===== src/rtl/loader_pkg.sv =====
// loader_pkg: header constant, parser/receiver state encodings and baud divisor helper
package loader_pkg;

    localparam logic [7:0] HDR = 8'hA5;

    typedef enum logic [2:0] {IDLE, COUNT, DATA_HI, DATA_LO, CHECK, DONE} state_t;

    typedef enum logic [1:0] {RX_WAIT, RX_START, RX_DATA, RX_STOP} rx_state_t;

    function automatic int calc_div(input int clk_hz, input int baud);
        return clk_hz / baud;
    endfunction

endpackage


===== src/rtl/uart_rx_byte.sv =====
// uart_rx_byte: 8N1 UART receiver with 2-flop synchronizer, start-bit glitch reject and stop-bit check
module uart_rx_byte
    import loader_pkg::*;
#(
    parameter int CLK_HZ = 50000000,
    parameter int BAUD   = 115200
) (
    input  logic       clock,
    input  logic       reset,
    input  logic       rx,
    output logic       byte_valid,
    output logic [7:0] byte_data,
    output logic       frame_err
);

    localparam int DIV = calc_div(CLK_HZ, BAUD);
    localparam logic [15:0] FULL = 16'(DIV - 1);
    localparam logic [15:0] HALF = 16'(DIV / 2 - 1);

    rx_state_t   rs, rs_d;
    logic [2:0]  sync;
    logic [15:0] cnt, cnt_d;
    logic [2:0]  idx, idx_d;
    logic [7:0]  sh_d;
    logic        bv_d, fe_d;
    logic        fall;

    // sync[1] is the synchronized line, sync[2] its previous value for edge detection
    assign fall = sync[2] & ~sync[1];

    // synchronizer and receiver state registers
    always_ff @(posedge clock or posedge reset) begin
        if (reset) begin
            sync       <= 3'b111;
            rs         <= RX_WAIT;
            cnt        <= '0;
            idx        <= '0;
            byte_data  <= '0;
            byte_valid <= 1'b0;
            frame_err  <= 1'b0;
        end else begin
            sync       <= {sync[1:0], rx};
            rs         <= rs_d;
            cnt        <= cnt_d;
            idx        <= idx_d;
            byte_data  <= sh_d;
            byte_valid <= bv_d;
            frame_err  <= fe_d;
        end
    end

    // bit timing: half period to mid start bit, full periods for data and stop bits
    always_comb begin
        rs_d  = rs;
        cnt_d = cnt + 16'd1;
        idx_d = idx;
        sh_d  = byte_data;
        bv_d  = 1'b0;
        fe_d  = 1'b0;
        case (rs)
            RX_WAIT: begin
                cnt_d = '0;
                if (fall) rs_d = RX_START;
            end
            RX_START: if (cnt == HALF) begin
                cnt_d = '0;
                idx_d = '0;
                rs_d  = sync[1] ? RX_WAIT : RX_DATA;
            end
            RX_DATA: if (cnt == FULL) begin
                cnt_d = '0;
                sh_d  = {sync[1], byte_data[7:1]};
                idx_d = idx + 3'd1;
                if (idx == 3'd7) rs_d = RX_STOP;
            end
            RX_STOP: if (cnt == FULL) begin
                bv_d = sync[1];
                fe_d = ~sync[1];
                rs_d = RX_WAIT;
            end
            default: rs_d = RX_WAIT;
        endcase
    end

endmodule


===== src/rtl/prog_loader.sv =====
// prog_loader: UART framed program loader writing 16-bit words; optional checksum via LOADER_CHECKSUM_EN
module prog_loader
    import loader_pkg::*;
#(
    parameter int CLK_HZ = 50000000,
    parameter int BAUD   = 115200,
    parameter int ADDR_W = 6,
    parameter int DATA_W = 16
) (
    input  logic              clock,
    input  logic              reset,
    input  logic              rx,
    output logic [ADDR_W-1:0] mem_addr,
    output logic [DATA_W-1:0] mem_wdata,
    output logic              mem_we,
    output logic              cpu_hold,
    output logic              done,
    output logic              error
);

    localparam int CW   = ADDR_W + 1;
    localparam int MAXW = 1 << ADDR_W;

    logic              byte_valid, frame_err;
    logic [7:0]        byte_data;
    state_t            st, st_d;
    logic [CW-1:0]     wcnt, wcnt_d, n, n_d;
    logic [7:0]        hi, hi_d;
    logic [ADDR_W-1:0] addr_d;
    logic [DATA_W-1:0] wdata_d;
    logic              we_d, hold_d, done_d, err_d;
`ifdef LOADER_CHECKSUM_EN
    logic [7:0]        xacc, xacc_d;
`endif

    uart_rx_byte #(.CLK_HZ(CLK_HZ), .BAUD(BAUD)) u_rx (
        .clock     (clock),
        .reset     (reset),
        .rx        (rx),
        .byte_valid(byte_valid),
        .byte_data (byte_data),
        .frame_err (frame_err)
    );

    // parser state and registered memory-port / status outputs
    always_ff @(posedge clock or posedge reset) begin
        if (reset) begin
            st        <= IDLE;
            wcnt      <= '0;
            n         <= '0;
            hi        <= '0;
            mem_addr  <= '0;
            mem_wdata <= '0;
            mem_we    <= 1'b0;
            cpu_hold  <= 1'b1;
            done      <= 1'b0;
            error     <= 1'b0;
`ifdef LOADER_CHECKSUM_EN
            xacc      <= '0;
`endif
        end else begin
            st        <= st_d;
            wcnt      <= wcnt_d;
            n         <= n_d;
            hi        <= hi_d;
            mem_addr  <= addr_d;
            mem_wdata <= wdata_d;
            mem_we    <= we_d;
            cpu_hold  <= hold_d;
            done      <= done_d;
            error     <= err_d;
`ifdef LOADER_CHECKSUM_EN
            xacc      <= xacc_d;
`endif
        end
    end

    // frame parser: header, count, word pairs, optional checksum; framing faults abort to IDLE
    always_comb begin
        st_d    = st;
        wcnt_d  = wcnt;
        n_d     = n;
        hi_d    = hi;
        addr_d  = mem_addr;
        wdata_d = mem_wdata;
        we_d    = 1'b0;
        hold_d  = cpu_hold;
        done_d  = done;
        err_d   = error;
`ifdef LOADER_CHECKSUM_EN
        xacc_d  = xacc;
`endif
        if (frame_err) begin
            err_d = 1'b1;
            st_d  = IDLE;
        end else begin
            case (st)
                IDLE, DONE: if (byte_valid && byte_data == HDR) begin
                    hold_d = 1'b1;
                    done_d = 1'b0;
                    err_d  = 1'b0;
                    wcnt_d = '0;
`ifdef LOADER_CHECKSUM_EN
                    xacc_d = '0;
`endif
                    st_d   = COUNT;
                end
                COUNT: if (byte_valid) begin
                    if (byte_data == 8'd0 || int'(byte_data) > MAXW) begin
                        err_d = 1'b1;
                        st_d  = IDLE;
                    end else begin
                        n_d  = CW'(byte_data);
                        st_d = DATA_HI;
                    end
                end
                DATA_HI: if (byte_valid) begin
                    hi_d   = byte_data;
`ifdef LOADER_CHECKSUM_EN
                    xacc_d = xacc ^ byte_data;
`endif
                    st_d   = DATA_LO;
                end
                DATA_LO: if (byte_valid) begin
                    wdata_d = DATA_W'({hi, byte_data});
                    addr_d  = wcnt[ADDR_W-1:0];
                    we_d    = 1'b1;
                    wcnt_d  = wcnt + CW'(1);
`ifdef LOADER_CHECKSUM_EN
                    xacc_d  = xacc ^ byte_data;
`endif
                    st_d    = (wcnt_d == n) ? CHECK : DATA_HI;
                end
                CHECK: begin
`ifdef LOADER_CHECKSUM_EN
                    if (byte_valid) begin
                        if (byte_data == xacc) begin
                            done_d = 1'b1;
                            hold_d = 1'b0;
                            st_d   = DONE;
                        end else begin
                            err_d = 1'b1;
                            st_d  = IDLE;
                        end
                    end
`else
                    done_d = 1'b1;
                    hold_d = 1'b0;
                    st_d   = DONE;
`endif
                end
                default: st_d = IDLE;
            endcase
        end
    end

endmodule


===== config.mk =====
export PLATFORM = sky130hd
export DESIGN_NAME = prog_loader
export DESIGN_NICKNAME = d
export VERILOG_FILES = /design/src/rtl/loader_pkg.sv /design/src/rtl/uart_rx_byte.sv /design/src/rtl/prog_loader.sv
export SDC_FILE = /design/constraint.sdc
export NUM_CORES = 1
export LEC_CHECK = 0
export ABC_AREA = 1
export CORE_UTILIZATION = 25
export CTS_BUF_LIST = sky130_fd_sc_hd__clkbuf_8 sky130_fd_sc_hd__clkbuf_16
export CTS_CLUSTER_SIZE = 20
export DETAILED_ROUTE_END_ITERATION = 7
export SYNTH_ARGS = -nofsm -noshare
export SYNTH_HDL_FRONTEND = slang
export SYNTH_SLANG_ARGS = --single-unit

===== constraint.sdc =====
create_clock -name clock -period 2.6 [get_ports clock]
set_input_delay 0.52 -clock clock [delete_from_list [all_inputs] [get_ports clock]]
set_output_delay 0.52 -clock clock [all_outputs]
set_load 0.01 [all_outputs]

==> results.yml <==
worst_setup_path:
  path_class: "flip-flop to output port"
  cpPeakStageDelay_ns: 0.54
  arrival_ns: 1.40
  critPathSlowestCell: "clkdlybuf4s50_1"
  crit_family: "buffers and inverters"
  start_kind: "flip-flop"
  worstReg2RegStart: "wcnt[0]$_DFFE_PP0P_"
  ff2ff_setup_slack_ns: 0.77
  cp-end-kind: "output port"
  cp_cell_sequence: "clkdlybuf4s50_1"
  worstRegToRegCells: 12
  required_ns: 2.08
  worstReg2RegEnd: "st[1]$_DFFE_PP0P_"
  cp_num_buf_inv: 1
  cp_max_fo: 2
drt:
  routedWlPerCell_um: 11.2
  drt-pass1-iter-count: 4
  num_vias: 3178
  ant_nets: 0
  drt_iter0_drc: 147
  totalWireLength_um: 8370
  routed_via_density: 4.26
  route.detailed.drc: 0
global_route:
  overflow: 0
  grt_antenna_before_repair: 0
  grt_pass1_wl_um: 15200
  grt_pass1_vias: 3197
  grt_max_degree: 86
  grt.total_usage_pct: 10.8
placement:
  place.port_buffers: 28
  gp_congestion: 0.840
  dp_hpwl_um: 6050
pwr:
  peakVddDrop_mv: 0.311
  leakage_uw: 0.00243
  finalPower_uw: 3270
  power_density_mw_per_mm2: 650
die:
  die_w_um: 131
  dieArea_mm2: 0.0172
  fp-row-count: 46
  dieHeight_um: 131
  top_level_ports: 29
  core_mm2: 0.0161
  initial_core_util_pct: 25.9
sta:
  fin_skew_ns: 0.00745
  fin_crit_ns: 1.92
  setup-tns-final_ns: 0
  rsz0062_at_grt: "no"
  clock.fmax_mhz: 521
  hold_viol: 0
  min_period_over_period_pct: 73.8
  slew_headroom_pct: 70.0
  final_max_slew_viol_count: 0
  worst_pin_slew_ns: 0.449
  setup-violations-final: 0
cts:
  cts_sinks: 85
  cts_buffers: 9
  cts_resized: 0
  cts_tree: "yes"
  post-cts-setup-buffers: 0
  cts_root_buf: "clkbuf_16"
  clk_path_buf_depth: 2
  clkLatencyLatePin_ns: 0.34
  clk_pin_slew_ns: 0.06
  hold_buffers: 0
  h-tree-depth: 3
layout:
  fillers: 1696
  drive_gt1_share_pct: 11.9
  final_nets: 538
  syn_to_final_growth_pct: 20.4
  diodes: 0
yosys:
  synth.area.top_cells: "dfrtp_1 (49%), nand2_1 (13%), inv_1 (5.8%)"
  ys.flop_type: "dfrtp_1"
  syn_nets: 507
  synth_top_area_share_pct: 48.5
  yosysSeqAreaShare_pct: 51.0
  yosysTopAreaCell: "dfrtp_1"
  yosysWarningCount: 0
  synth_common_cells: "nand2_1 (146), dfrtp_1 (81), inv_1 (65)"
  synth_cell_types: 42
  synth_async_sr_flop_share_pct: 100
  syn_area_per_cell_um2: 8.45
  yosysMostFrequentCell: "nand2_1"
  syn-cell-area_mm2: 0.00418
  synth_seq_cells: 85
  synth_cells: 494
  synth_edf_count: 0
hold_path:
  min_to: "u_rx.sync[1]$_DFF_PP1_"
  hp-start: "u_rx.sync[0]$_DFF_PP1_"
  hold_class: "flip-flop to flip-flop"
  worstHoldPathCells: 0
status:
  status: "finished clean"
run:
  cap_violations: 0
sequential cells by signal, summed over array words and instances (netlist names), named ones only:
name	count
n	7
u_rx.cnt	16
st	3
u_rx.rs	1
u_rx.idx	3
error	1
u_rx.byte_data	8
cpu_hold	1
done	1
mem_addr	6
mem_wdata	16
wcnt	7
u_rx.sync	3
mem_we	1
hi	8
u_rx.byte_valid	1
u_rx.frame_err	1
how the worst max path moves through the flow:
stage	endpoint	slack [ns]	depth (start not counted)	startpoint
global route	st[1]$_DFFE_PP0P_	0.46	14	wcnt[0]$_DFFE_PP0P_
floorplan	u_rx.byte_data[0]$_DFFE_PP0P_	1.07	8	u_rx.cnt[1]$_DFF_PP0_
finish	cpu_hold	0.68	1	cpu_hold$_DFFE_PP1P_
CTS	cpu_hold	0.65	1	cpu_hold$_DFFE_PP1P_
global placement	st[1]$_DFFE_PP0P_	0.78	12	wcnt[0]$_DFFE_PP0P_
detailed placement	st[1]$_DFFE_PP0P_	0.77	12	wcnt[0]$_DFFE_PP0P_
metrics by stage:
stage	hold slack [ns]	util [%]	area [um2]	setup slack [ns]	cells
after floorplan	0.345	-	4180	1.07	494
after global placement	0.352	29.1	4690	0.780	730
after detailed placement	0.349	29.1	4690	0.766	730
after CTS	0.360	31.2	5030	0.654	746
after global routing	0.367	31.2	5030	0.459	746
final	0.358	31.2	5030	0.680	746
logic make-up after synthesis:
family	count (synthesis)	share of synthesized area, %
buffers and inverters	80	8.06
AND/OR/NAND/NOR	249	27.0
AO/OA/AOI/OAI	66	10.0
XOR/XNOR	4	0.839
flip-flops	85	51.0
adder cells (fa/ha/maj)	10	3.00
layout make-up:
class / count / area (um2) / share of cell area [%]
well taps: 216 / 270 / 5.38
flip-flops and latches: 85 / 2130 / 42.4
repair buffers: 30 / 308 / 6.12
inverters: 70 / 277 / 5.50
multi-input cells: 329 / 1710 / 34.0
clock buffers: 10 / 239 / 4.75
clock inverters: 6 / 93.8 / 1.87
power breakdown:
| part | internal (uW) | switching (uW) | leakage [uW] |
|---|---|---|---|
| Sequential | 1370 | 40.4 | 0.00117 |
| Clock | 877 | 531 | 0.000165 |
| Combinational | 150 | 297 | 0.00110 |
routing by layer:
layer,track usage (%),wire length [um],share of wire [%],vias up
li1,-,-,-,1648
met1,14.0,4000,48,1472
met2,17.5,3970,47,48
met3,2.78,273,3.3,10
met4,3.88,127,1.5,0
met5,0,0,0,-
placed cells by master (no fill, tap or decap), types with 2 or more instances in the layout:
cell / n
a21oi_1: 3
o21ai_1: 4
nand2_1: 146
or2_2: 3
nor3_1: 8
inv_1: 64
bufinv_16: 2
o21ai_2: 15
nor2_2: 3
nand2_4: 2
nand2_2: 3
dfrtp_1: 81
nand3_2: 4
o21ai_0: 30
xor2_1: 3
clkdlybuf4s50_1: 28
dfstp_2: 4
nand4_1: 6
inv_2: 3
nor2_4: 2
nor2_1: 29
nand3b_1: 5
ha_1: 10
nand3_1: 33
o21a_1: 2
clkinv_4: 3
o22ai_1: 4
clkbuf_16: 9
Power figures use the tool's default switching activity.
